===== config.mk =====
export PLATFORM = sky130hd
export DESIGN_NAME = contador_universal_limites
export DESIGN_NICKNAME = d
export VERILOG_FILES = /design/src/rtl/contador_universal_limites.sv
export SDC_FILE = /design/constraint.sdc
export NUM_CORES = 1
export LEC_CHECK = 0
export ABC_CLOCK_PERIOD_IN_PS = 6400
export BUFFER_PORTS_ARGS = -buffer_cell sky130_fd_sc_hd__buf_4
export CAP_MARGIN = 0
export CORE_ASPECT_RATIO = 0.5
export CORE_MARGIN = 10
export CORE_UTILIZATION = 35
export CTS_BUF_LIST = sky130_fd_sc_hd__clkbuf_4
export CTS_CLUSTER_DIAMETER = 80
export DETAILED_ROUTE_END_ITERATION = 7
export GPL_TIMING_DRIVEN = 1
export HOLD_SLACK_MARGIN = 0.03
export PLACE_DENSITY_LB_ADDON = 0.08
export SLEW_MARGIN = 20
export SYNTH_ARGS = -nofsm -noshare
export SYNTH_HDL_FRONTEND = slang
export SYNTH_SLANG_ARGS = --single-unit
export TNS_END_PERCENT = 5

===== constraint.sdc =====
create_clock -name clock_clk_in -period 6.4 [get_ports clock_clk_in]
set_input_delay 0.32 -clock clock_clk_in [delete_from_list [all_inputs] [get_ports clock_clk_in]]
set_output_delay 0.32 -clock clock_clk_in [all_outputs]
set_load 0.01 [all_outputs]

===== src/rtl/contador_universal_limites.sv =====
`default_nettype none
// ============================================================================
// Module   : contador_universal_limites
// Purpose  : N-bit up/down counter with runtime-programmable inclusive lower
//            and upper limits, programmable step and per-cycle wrap/saturate
//            selection. Provides a registered boundary-event pulse and a
//            sticky overflow flag for cascading and status reporting.
// Ports    : clock_clk_in  - clock, rising edge
//            reset_rst_in  - asynchronous active-high reset
//            syn_clr_in    - synchronous clear (highest priority)
//            load_in       - synchronous load of d_in (unclamped)
//            en_in         - count enable
//            up_in         - 1 = count up, 0 = count down
//            mode_in       - 0 = wrap, 1 = saturate at the limits
//            d_in          - load value
//            lim_lo_in     - lower limit, inclusive
//            lim_hi_in     - upper limit, inclusive
//            step_in       - count step magnitude
//            q_o           - registered counter value
//            max_tick_o    - q_o == lim_hi_in (combinational)
//            min_tick_o    - q_o == lim_lo_in (combinational)
//            bnd_o         - one-cycle boundary-event pulse (registered)
//            ovf_o         - sticky boundary-event flag (registered)
//            cfg_err_o     - lim_lo_in > lim_hi_in (combinational)
// Revision : 1.0 - initial release
// ============================================================================
module contador_universal_limites #(
    parameter int N = 6,
    parameter int S = 6
) (
    input  logic         clock_clk_in,
    input  logic         reset_rst_in,
    input  logic         syn_clr_in,
    input  logic         load_in,
    input  logic         en_in,
    input  logic         up_in,
    input  logic         mode_in,
    input  logic [N-1:0] d_in,
    input  logic [N-1:0] lim_lo_in,
    input  logic [N-1:0] lim_hi_in,
    input  logic [S-1:0] step_in,
    output logic [N-1:0] q_o,
    output logic         max_tick_o,
    output logic         min_tick_o,
    output logic         bnd_o,
    output logic         ovf_o,
    output logic         cfg_err_o
);

    // Two guard bits: one absorbs the carry of q + step, the other acts as
    // the sign of q - step so that an underflow compares below lo.
    localparam int c_EW  = N + 2;
    localparam int c_PAD = c_EW - S;

    logic [N-1:0]       r_q;
    logic               r_bnd;
    logic               r_ovf;

    logic [c_EW-1:0]    w_q_ext;
    logic [c_EW-1:0]    w_step_ext;
    logic [c_EW-1:0]    w_lo_ext;
    logic [c_EW-1:0]    w_hi_ext;
    logic [c_EW-1:0]    w_sum;
    logic [c_EW-1:0]    w_diff;
    logic               w_cfg_err;
    logic               w_count;
    logic               w_event;
    logic [N-1:0]       w_q_count;

    assign w_q_ext    = {2'b00, r_q};
    assign w_step_ext = {{c_PAD{1'b0}}, step_in};
    assign w_lo_ext   = {2'b00, lim_lo_in};
    assign w_hi_ext   = {2'b00, lim_hi_in};
    assign w_sum      = w_q_ext + w_step_ext;
    assign w_diff     = w_q_ext - w_step_ext;

    assign w_cfg_err  = (lim_lo_in > lim_hi_in);
    assign w_count    = en_in && (step_in != '0) && !w_cfg_err;

    // Next value for a counting cycle. Any result leaving [lo,hi] in the
    // direction of travel is an event, including q already past the limit.
    always_comb begin
        w_event   = 1'b0;
        w_q_count = r_q;
        if (up_in) begin
            if (w_sum > w_hi_ext) begin
                w_event   = 1'b1;
                w_q_count = mode_in ? lim_hi_in : lim_lo_in;
            end else begin
                w_q_count = w_sum[N-1:0];
            end
        end else begin
            if ($signed(w_diff) < $signed(w_lo_ext)) begin
                w_event   = 1'b1;
                w_q_count = mode_in ? lim_lo_in : lim_hi_in;
            end else begin
                w_q_count = w_diff[N-1:0];
            end
        end
    end

    always_ff @(posedge clock_clk_in or posedge reset_rst_in) begin
        if (reset_rst_in) begin
            r_q   <= '0;
            r_bnd <= 1'b0;
            r_ovf <= 1'b0;
        end else if (syn_clr_in) begin
            r_q   <= '0;
            r_bnd <= 1'b0;
            r_ovf <= 1'b0;
        end else if (load_in) begin
            r_q   <= d_in;
            r_bnd <= 1'b0;
            r_ovf <= 1'b0;
        end else if (w_count) begin
            r_q   <= w_q_count;
            r_bnd <= w_event;
            r_ovf <= r_ovf | w_event;
        end else begin
            r_bnd <= 1'b0;
        end
    end

    assign q_o        = r_q;
    assign bnd_o      = r_bnd;
    assign ovf_o      = r_ovf;
    assign cfg_err_o  = w_cfg_err;
    assign max_tick_o = (r_q == lim_hi_in);
    assign min_tick_o = (r_q == lim_lo_in);

endmodule
`default_nettype wire


==> results of run 1 <==
## registers in the layout, summed over array words and instances, names as in the netlist
register  cells
bnd_o         1
ovf_o         1
q_o           6
## area by class of cell
class,count,area (um^2),area share
multi-input cells,177,1400,0.660
inverters,26,97.6,0.0460
clock buffers,3,22.5,0.0106
well taps,66,82.6,0.0389
repair buffers,42,318,0.150
flip-flops and latches,8,200,0.0944
## kinds of logic (layout without fill, tap and decap cells)
family / count (synthesis) / after routing / share of synthesized area
AND/OR/NAND/NOR: 60 / 60 / 0.177
flip-flops: 8 / 8 / 0.115
AO/OA/AOI/OAI: 55 / 55 / 0.230
buffers and inverters: 33 / 71 / 0.0785
adder cells (fa/ha/maj): 31 / 31 / 0.232
multiplexers: 14 / 14 / 0.0814
XOR/XNOR: 17 / 17 / 0.0857
## synth_stat cells, drive strengths merged, types with 5 or more instances
cell type,n,area share
xor2,7,0.035
nand3,5,0.014
xnor2,10,0.050
nor3,8,0.023
dfrtp,8,0.12
nand2,12,0.026
inv,26,0.056
mux2i,13,0.075
a21oi,12,0.035
nor2,13,0.028
ha,29,0.21
o21ai,12,0.035
a32oi,5,0.025
## path summary, 6_finish.rpt
kind	from	to	cells after the start
hold / removal	syn_clr_in	q_o[5]	2
hold reg to reg	ovf_o	ovf_o	1
setup reg to reg	q_o[2]	q_o[5]	13
max in group asynchronous	reset_rst_in	q_o[1]	3
min in group asynchronous	reset_rst_in	ovf_o	3
setup / recovery	q_o[2]	q_o[5]	13
## power by group
part | switching (mW) | leakage (nW) | total (mW) | internal [mW]
logic | 0.125 | 0.933 | 0.223 | 0.0986
clock network | 0.0167 | 0.0138 | 0.0382 | 0.0214
registers | 0.0100 | 0.107 | 0.0649 | 0.0549
total | 0.151 | 1.05 | 0.326 | 0.175
## metrics by stage
stage | worst slack (ns) | utilization | instance area (um^2) | hold slack (ns)
2_1_floorplan | 3.10 | - | 1740 | 0.136
3_3_place_gp | 2.70 | 0.455 | 2090 | 0.291
3_5_place_dp | 2.59 | 0.455 | 2090 | 0.291
4_1_cts | 2.58 | 0.462 | 2120 | 0.273
5_1_grt | 2.25 | 0.462 | 2120 | 0.286
6_report | 2.57 | 0.462 | 2120 | 0.282
## critical path, delay by kind of cell, from the launching register on
kind            cells  cell delay (ns)
compound gates      4             0.83
mux                 2             0.58
flops               1             0.46
fa+ha+maj           2             0.82
simple gates        5             1.03
## routing by layer
metal  vias to the layer above  share of wire  global-route usage
met2                        46           0.36               0.159
met1                       780           0.58               0.199
met5                         -              0                   0
met3                         2          0.050              0.0170
met4                         0         0.0016              0.0158
li1                        870              -                   -
## layout by cell type, fill, tap and decap left out, types with 4 or more instances in the layout
cell,netlist,routed
sky130_fd_sc_hd__nor3_1,8,8
sky130_fd_sc_hd__nand4_1,4,4
sky130_fd_sc_hd__a32oi_1,5,5
sky130_fd_sc_hd__nor2b_1,4,4
sky130_fd_sc_hd__nor2_1,13,13
sky130_fd_sc_hd__a311oi_1,4,4
sky130_fd_sc_hd__mux2i_1,13,13
sky130_fd_sc_hd__o21ai_1,5,5
sky130_fd_sc_hd__nand2_1,12,12
sky130_fd_sc_hd__ha_1,29,29
sky130_fd_sc_hd__a21oi_1,12,12
sky130_fd_sc_hd__nand3_1,5,5
sky130_fd_sc_hd__o21ai_0,7,7
sky130_fd_sc_hd__dfrtp_1,8,8
sky130_fd_sc_hd__inv_1,26,26
sky130_fd_sc_hd__xor2_1,7,7
sky130_fd_sc_hd__xnor2_1,10,10
sky130_fd_sc_hd__buf_4,1,41
## repair_timing
| item | in CTS | in global routing |
|---|---|---|
| buffers inserted | 0 | 0 |
| hold buffers | 1 | 0 |
| setup endpoints to repair | 0 | 0 |
| hold endpoints to repair | 8 | 0 |
==> insert_results.sql, run 1 <==
INSERT INTO impl_metrics (metric_group, metric, value, unit) VALUES
('min_path', 'hold_removal_path_class', 'input port to flop', ''),
('setup_path', 'worstSetupPathType', 'flop to flop', ''),
('layout', 'finish.cell_count_without_fillers', '322', ''),
('sta', 'grt_setup_unrepaired', 'false', ''),
('global_route', 'grt_max_degree', '18', ''),
('synthesis', 'synth_enable_flop_cells', '0', ''),
('placement', 'gp_congestion', '0.913', ''),
('clocking', 'cts_inserted_buffers', '3', ''),
('global_route', 'grt_remaining_overflow', '0', ''),
('clocking', 'cts_tree', 'done', ''),
('die', 'die-width', '120', 'um'),
('die', 'start_util', '0.378', ''),
('die', 'num_rows', '17', ''),
('sta', 'tns', '0', 'ns'),
('placement', 'dp.final_hpwl', '4.80', 'mm'),
('synthesis', 'syn_area_per_cell', '7.97', 'um^2'),
('global_route', 'overall_track_demand_over_capacity_in_global_routing', '0.122', ''),
('setup_path', 'cp.required', '6.53', 'ns'),
('drt', 'detailedRoute.firstIterationViolations', '95', ''),
('clocking', 'cts_root_buf', 'sky130_fd_sc_hd__clkbuf_4', ''),
('layout', 'antenna_cells_inserted', '0', ''),
('pwr', 'pwr_density', '154', 'mW/mm^2'),
('drt', 'finalWirelength', '5.51', 'mm'),
('sta', 'skew_final', '0.00539', 'ns'),
('synthesis', 'async_reset_ff_frac', '1.00', ''),
('placement', 'placedCellCount', '318', ''),
('global_route', 'grt_pass1_wl', '8.50', 'mm'),
('die', 'boundaryPins', '42', ''),
('clocking', 'htree_levels', '1', ''),
('run_status', 'status', 'finished, final reports clean', ''),
('sta', 'layout_min_cycle_time', '3.83', 'ns'),
('synthesis', 'synth_warnings', '0', ''),
('clocking', 'count_of_instances_resized_after_the_clock_tree_is_built', '0', ''),
('pwr', 'max-vdd-ir-drop', '86.3', 'uV'),
('setup_path', 'startpoint_type', 'flop', ''),
('sta', 'timing.final.hold_violations', '0', ''),
('drt', 'post_drt_wl_per_cell', '17.1', 'um'),
('pwr', 'overall_power_after_layout', '326', 'uW'),
('synthesis', 'synthesis.area', '0.00174', 'mm^2'),
('run', 'drv_cap', '0', ''),
('drt', 'vias', '1698', ''),
('drt', 'route.antenna.remaining_nets', '0', ''),
('global_route', 'grt_antenna_before_repair', '0', ''),
('setup_path', 'crit_chain', 'ha_1 > nor3b_1 > nor3_1 > mux2i_1 > nand3_1 > ha_1 > a211oi_1 > nand2_1 > o22ai_1 > and2_1 > mux2_1 > a22oi_1 > o22ai_1', ''),
('synthesis', 'synthesis.instances', '218', ''),
('sta', 'timing_worst_slew_pin_value', '0.708', 'ns'),
('setup_path', 'critical_path_arrival', '3.95', 'ns'),
('layout', 'layout.nets', '320', ''),
('drt', 'drt_drc', '0', ''),
('global_route', 'first_global_vias', '1657', ''),
('sta', 'finalSetupViolations', '0', ''),
('clocking', 'cts.path.max_buffers', '2', ''),
('clocking', 'numClockSinks', '8', ''),
('layout', 'area_growth', '22.1', '%'),
('setup_path', 'crit_slowest_cell', 'sky130_fd_sc_hd__ha_1', ''),
('synthesis', 'synth-seq-cells', '8', ''),
('setup_path', 'reg2reg_setup_slack', '2.57', 'ns'),
('die', 'core-area', '0.00459', 'mm^2'),
('layout', 'layout-drive-gt1-share', '0.188', ''),
('clocking', 'path_clk_slew', '0.06', 'ns'),
('drt', 'detail_route.vias_per_cell', '5.27', ''),
('synthesis', 'synth_sequential_area_ratio', '0.115', ''),
('layout', 'n_fill_cell', '479', ''),
('sta', 'slew_violations', '0', ''),
('synthesis', 'synth_nets', '280', ''),
('synthesis', 'ys_dominant_reg_cell', 'sky130_fd_sc_hd__dfrtp_1', ''),
('setup_path', 'timing.critical_path.fanout_max', '9', ''),
('sta', 'achievable-frequency', '0.261', 'GHz'),
('drt', 'drt_pass1_iterations', '4', ''),
('placement', 'placement.io_buffers', '41', ''),
('synthesis', 'synth.distinct_cells', '47', ''),
('die', 'die_area', '0.00835', 'mm^2'),
('die', 'die_y', '69.8', 'um'),
('setup_path', 'max_stage_delay', '0.48', 'ns'),
('clocking', 'clkLatencyLatePin', '0.25', 'ns'),
('setup_path', 'critPathCaptureType', 'flop', ''),
('sta', 'slew_headroom', '0.527', ''),
('sta', 'final.period_utilization', '0.598', ''),
('pwr', 'p_leak', '1.05', 'nW');
Note: power is estimated with default switching activity, not from simulation.
==> run 2: changes to the inputs <==
ABC_CLOCK_PERIOD_IN_PS = 3900   (was 6400)
clock period = 3.9 ns   (was 6.4 ns; I/O delays follow)
==> run 2 against run 1 <==
Net effect:
- sequential power is 56% higher
- sequential share of layout area decreased by 0.14 points
- clock power grew 63%
- count of clock-buffer cells in the layout did not move
- worst hold slack worse by 0.12 ns
- global-route usage up 0.13 points
- fmax increased by 4.2%
- register-to-register slack lost 2.3 ns
- clock skew barely moved
- sequential cell count did not move
- largest cell class unchanged
- setup slack lost 2.3 ns
==> insert_results.sql, run 2 (synthesized netlist as in run 1, its figures left out) <==
INSERT INTO impl_metrics (metric_group, metric, value, unit) VALUES
('run_status', 'status', 'finished, final reports clean', ''),
('die', 'num_rows', '17', ''),
('layout', 'most-common-layout-cells', '45 x sky130_fd_sc_hd__buf_4, 29 x sky130_fd_sc_hd__ha_1, 26 x sky130_fd_sc_hd__inv_1', ''),
('pwr', 'power_report.internal_total', '294', 'uW'),
('drt', 'wl_met2', '2.03', 'mm'),
('layout', 'post-route-cell-area', '0.00215', 'mm^2'),
('drt', 'detail_route.vias_per_cell', '5.25', ''),
('drt', 'post_drt_wl_per_cell', '17.0', 'um'),
('pwr', 'power_frac_clock', '0.115', ''),
('die', 'die_y', '69.8', 'um'),
('layout', 'postLayoutCoreUtil', '0.468', ''),
('layout', 'finish.cell_count_without_fillers', '326', ''),
('clocking', 'numClockSinks', '8', ''),
('drt', 'routed.top_layer', 'met4', ''),
('placement', 'placement.io_buffers', '41', ''),
('drt', 'drt_drc', '0', ''),
('setup_path', 'critical_path_arrival', '3.80', 'ns'),
('pwr', 'power.share.switching', '0.460', ''),
('pwr', 'power_frac_comb', '0.700', ''),
('clocking', 'clkLatencyLatePin', '0.25', 'ns'),
('clocking', 'htree_levels', '1', ''),
('layout', 'largest_register_ff_count', '6', ''),
('sta', 'finalSetupViolations', '0', ''),
('sta', 'achievable-frequency', '0.272', 'GHz'),
('placement', 'gp_congestion', '0.901', ''),
('pwr', 'power.switching', '250', 'uW'),
('layout', 'area_growth', '23.9', '%'),
('clocking', 'cts_inserted_buffers', '3', ''),
('die', 'core-area', '0.00459', 'mm^2'),
('placement', 'dp.final_hpwl', '4.78', 'mm'),
('setup_path', 'critPathCaptureType', 'flop', ''),
('drt', 'vias', '1710', ''),
('layout', 'n_fill_cell', '470', ''),
('sta', 'skew_final', '0.00566', 'ns'),
('sta', 'fin_hold_ws', '0.160', 'ns'),
('global_route', 'overall_track_demand_over_capacity_in_global_routing', '0.123', ''),
('drt', 'route.met3.wl', '471', 'um'),
('drt', 'detailedRoute.firstIterationViolations', '167', ''),
('clocking', 'postCtsSetupRepairBufs', '0', ''),
('pwr', 'power.share.sequential', '0.186', ''),
('clocking', 'cts_tree', 'done', ''),
('sta', 'final.period_utilization', '0.942', ''),
('clocking', 'cts_root_buf', 'sky130_fd_sc_hd__clkbuf_4', ''),
('setup_path', 'cp.required', '4.02', 'ns'),
('placement', 'post_dp_cell_area', '0.00212', 'mm^2'),
('sta', 'layout_min_cycle_time', '3.67', 'ns'),
('drt', 'drt_pass1_iterations', '4', ''),
('setup_path', 'startpoint_type', 'flop', ''),
('die', 'start_util', '0.378', ''),
('drt', 'routedLengthMet1', '3.02', 'mm'),
('setup_path', 'reg2reg_setup_slack', '0.23', 'ns'),
('global_route', 'grt_remaining_overflow', '0', ''),
('sta', 'tns', '0', 'ns'),
('min_path', 'hold_removal_path_class', 'input port to flop', ''),
('drt', 'finalWirelength', '5.53', 'mm'),
('sta', 'timing_worst_slew_pin_value', '0.702', 'ns'),
('global_route', 'grt_antenna_before_repair', '0', ''),
('die', 'die_area', '0.00835', 'mm^2'),
('setup_path', 'worstSetupPathType', 'flop to flop', ''),
('setup_path', 'timing.critical_path.fanout_max', '9', ''),
('sta', 'slew_violations', '0', ''),
('drt', 'route.antenna.remaining_nets', '0', ''),
('layout', 'layout.nets', '324', ''),
('clocking', 'cts.path.max_buffers', '2', ''),
('sta', 'timing.final.hold_violations', '0', ''),
('sta', 'grt_setup_unrepaired', 'false', ''),
('sta', 'slew_headroom', '0.531', ''),
('layout', 'antenna_cells_inserted', '0', ''),
('global_route', 'grt_max_degree', '18', ''),
('clocking', 'path_clk_slew', '0.06', 'ns'),
('global_route', 'grt_pass1_wl', '8.62', 'mm'),
('die', 'boundaryPins', '42', ''),
('layout', 'layout-drive-gt1-share', '0.204', ''),
('placement', 'placedCellCount', '322', ''),
('die', 'die-width', '120', 'um'),
('pwr', 'p_leak', '1.07', 'nW'),
('layout', 'layout.cells.most_common', 'sky130_fd_sc_hd__buf_4', ''),
('pwr', 'max-vdd-ir-drop', '143', 'uV'),
('run', 'drv_cap', '0', ''),
('global_route', 'first_global_vias', '1619', ''),
('pwr', 'pwr_density', '253', 'mW/mm^2');
==> run 2: cell types whose count changed in the layout (fill, tap and decap cells not counted) <==
| cell | delta |
|---|---|
| sky130_fd_sc_hd__and2_1 | -1 |
| sky130_fd_sc_hd__and2_2 | +1 |
| sky130_fd_sc_hd__buf_4 | +4 |
==> run 2: stage by stage <==
stage / power (mW) / setup slack [ns]
finish: 0.544 / 0.228
detailed placement: 0.479 / 0.175
floorplan: 0.359 / 0.602
global placement: 0.474 / 0.278
CTS: 0.546 / 0.155
global route: 0.594 / 0.0239
==> run 2: worst max-delay path, cell delays in order (launching register included) <==
cell and delay (ns):
sky130_fd_sc_hd__dfrtp_1 0.51, sky130_fd_sc_hd__ha_1 0.36, sky130_fd_sc_hd__nor3b_1 0.05, sky130_fd_sc_hd__nor3_1 0.37, sky130_fd_sc_hd__mux2i_1 0.23, sky130_fd_sc_hd__nand3_1 0.14, sky130_fd_sc_hd__ha_1 0.33, sky130_fd_sc_hd__a211oi_1 0.26
sky130_fd_sc_hd__nand2_1 0.08, sky130_fd_sc_hd__o22ai_1 0.20, sky130_fd_sc_hd__and2_2 0.29, sky130_fd_sc_hd__mux2_1 0.34, sky130_fd_sc_hd__a22oi_1 0.26, sky130_fd_sc_hd__o22ai_1 0.12
==> run 2: area by class of cell <==
type	count	area, um^2	share of cell area
timing repair buffer	46	348	0.162
multi-input combinational	177	1400	0.651
inverter	26	97.6	0.0453
sequential	8	200	0.0930
clock buffer	3	22.5	0.0105
tap	66	82.6	0.0384
==> run 2: path summary, 6_finish.rpt <==
| check | from | cells past startpoint | endpoint |
|---|---|---|---|
| max | q_o[1] | 13 | q_o[5] |
| min | syn_clr_in | 2 | q_o[5] |
| max reg2reg | q_o[1] | 13 | q_o[5] |
| min reg2reg | ovf_o | 1 | ovf_o |
| max in group asynchronous | reset_rst_in | 3 | q_o[1] |
| min in group asynchronous | reset_rst_in | 3 | ovf_o |
==> run 2: repair_timing <==
action	in CTS	in global routing
hold buffers	1	0
gates resized for setup	0	1
endpoints found under the setup margin	0	1
hold endpoints to repair	8	0
==> run 2: per-layer routing <==
metal / vias up / GRT usage
met1: 783 / 0.195
met4: 0 / 0.0158
met3: 2 / 0.0316
met5: - / 0
li1: 875 / -
met2: 50 / 0.158
==> run 2: power groups by stage <==
stage,Combinational (mW),Clock [mW],Sequential (mW)
floorplan,0.253,0,0.106
detailed placement,0.376,0,0.102
CTS,0.379,0.0662,0.101
global placement,0.372,0,0.101
finish,0.381,0.0623,0.101
global route,0.421,0.0705,0.102
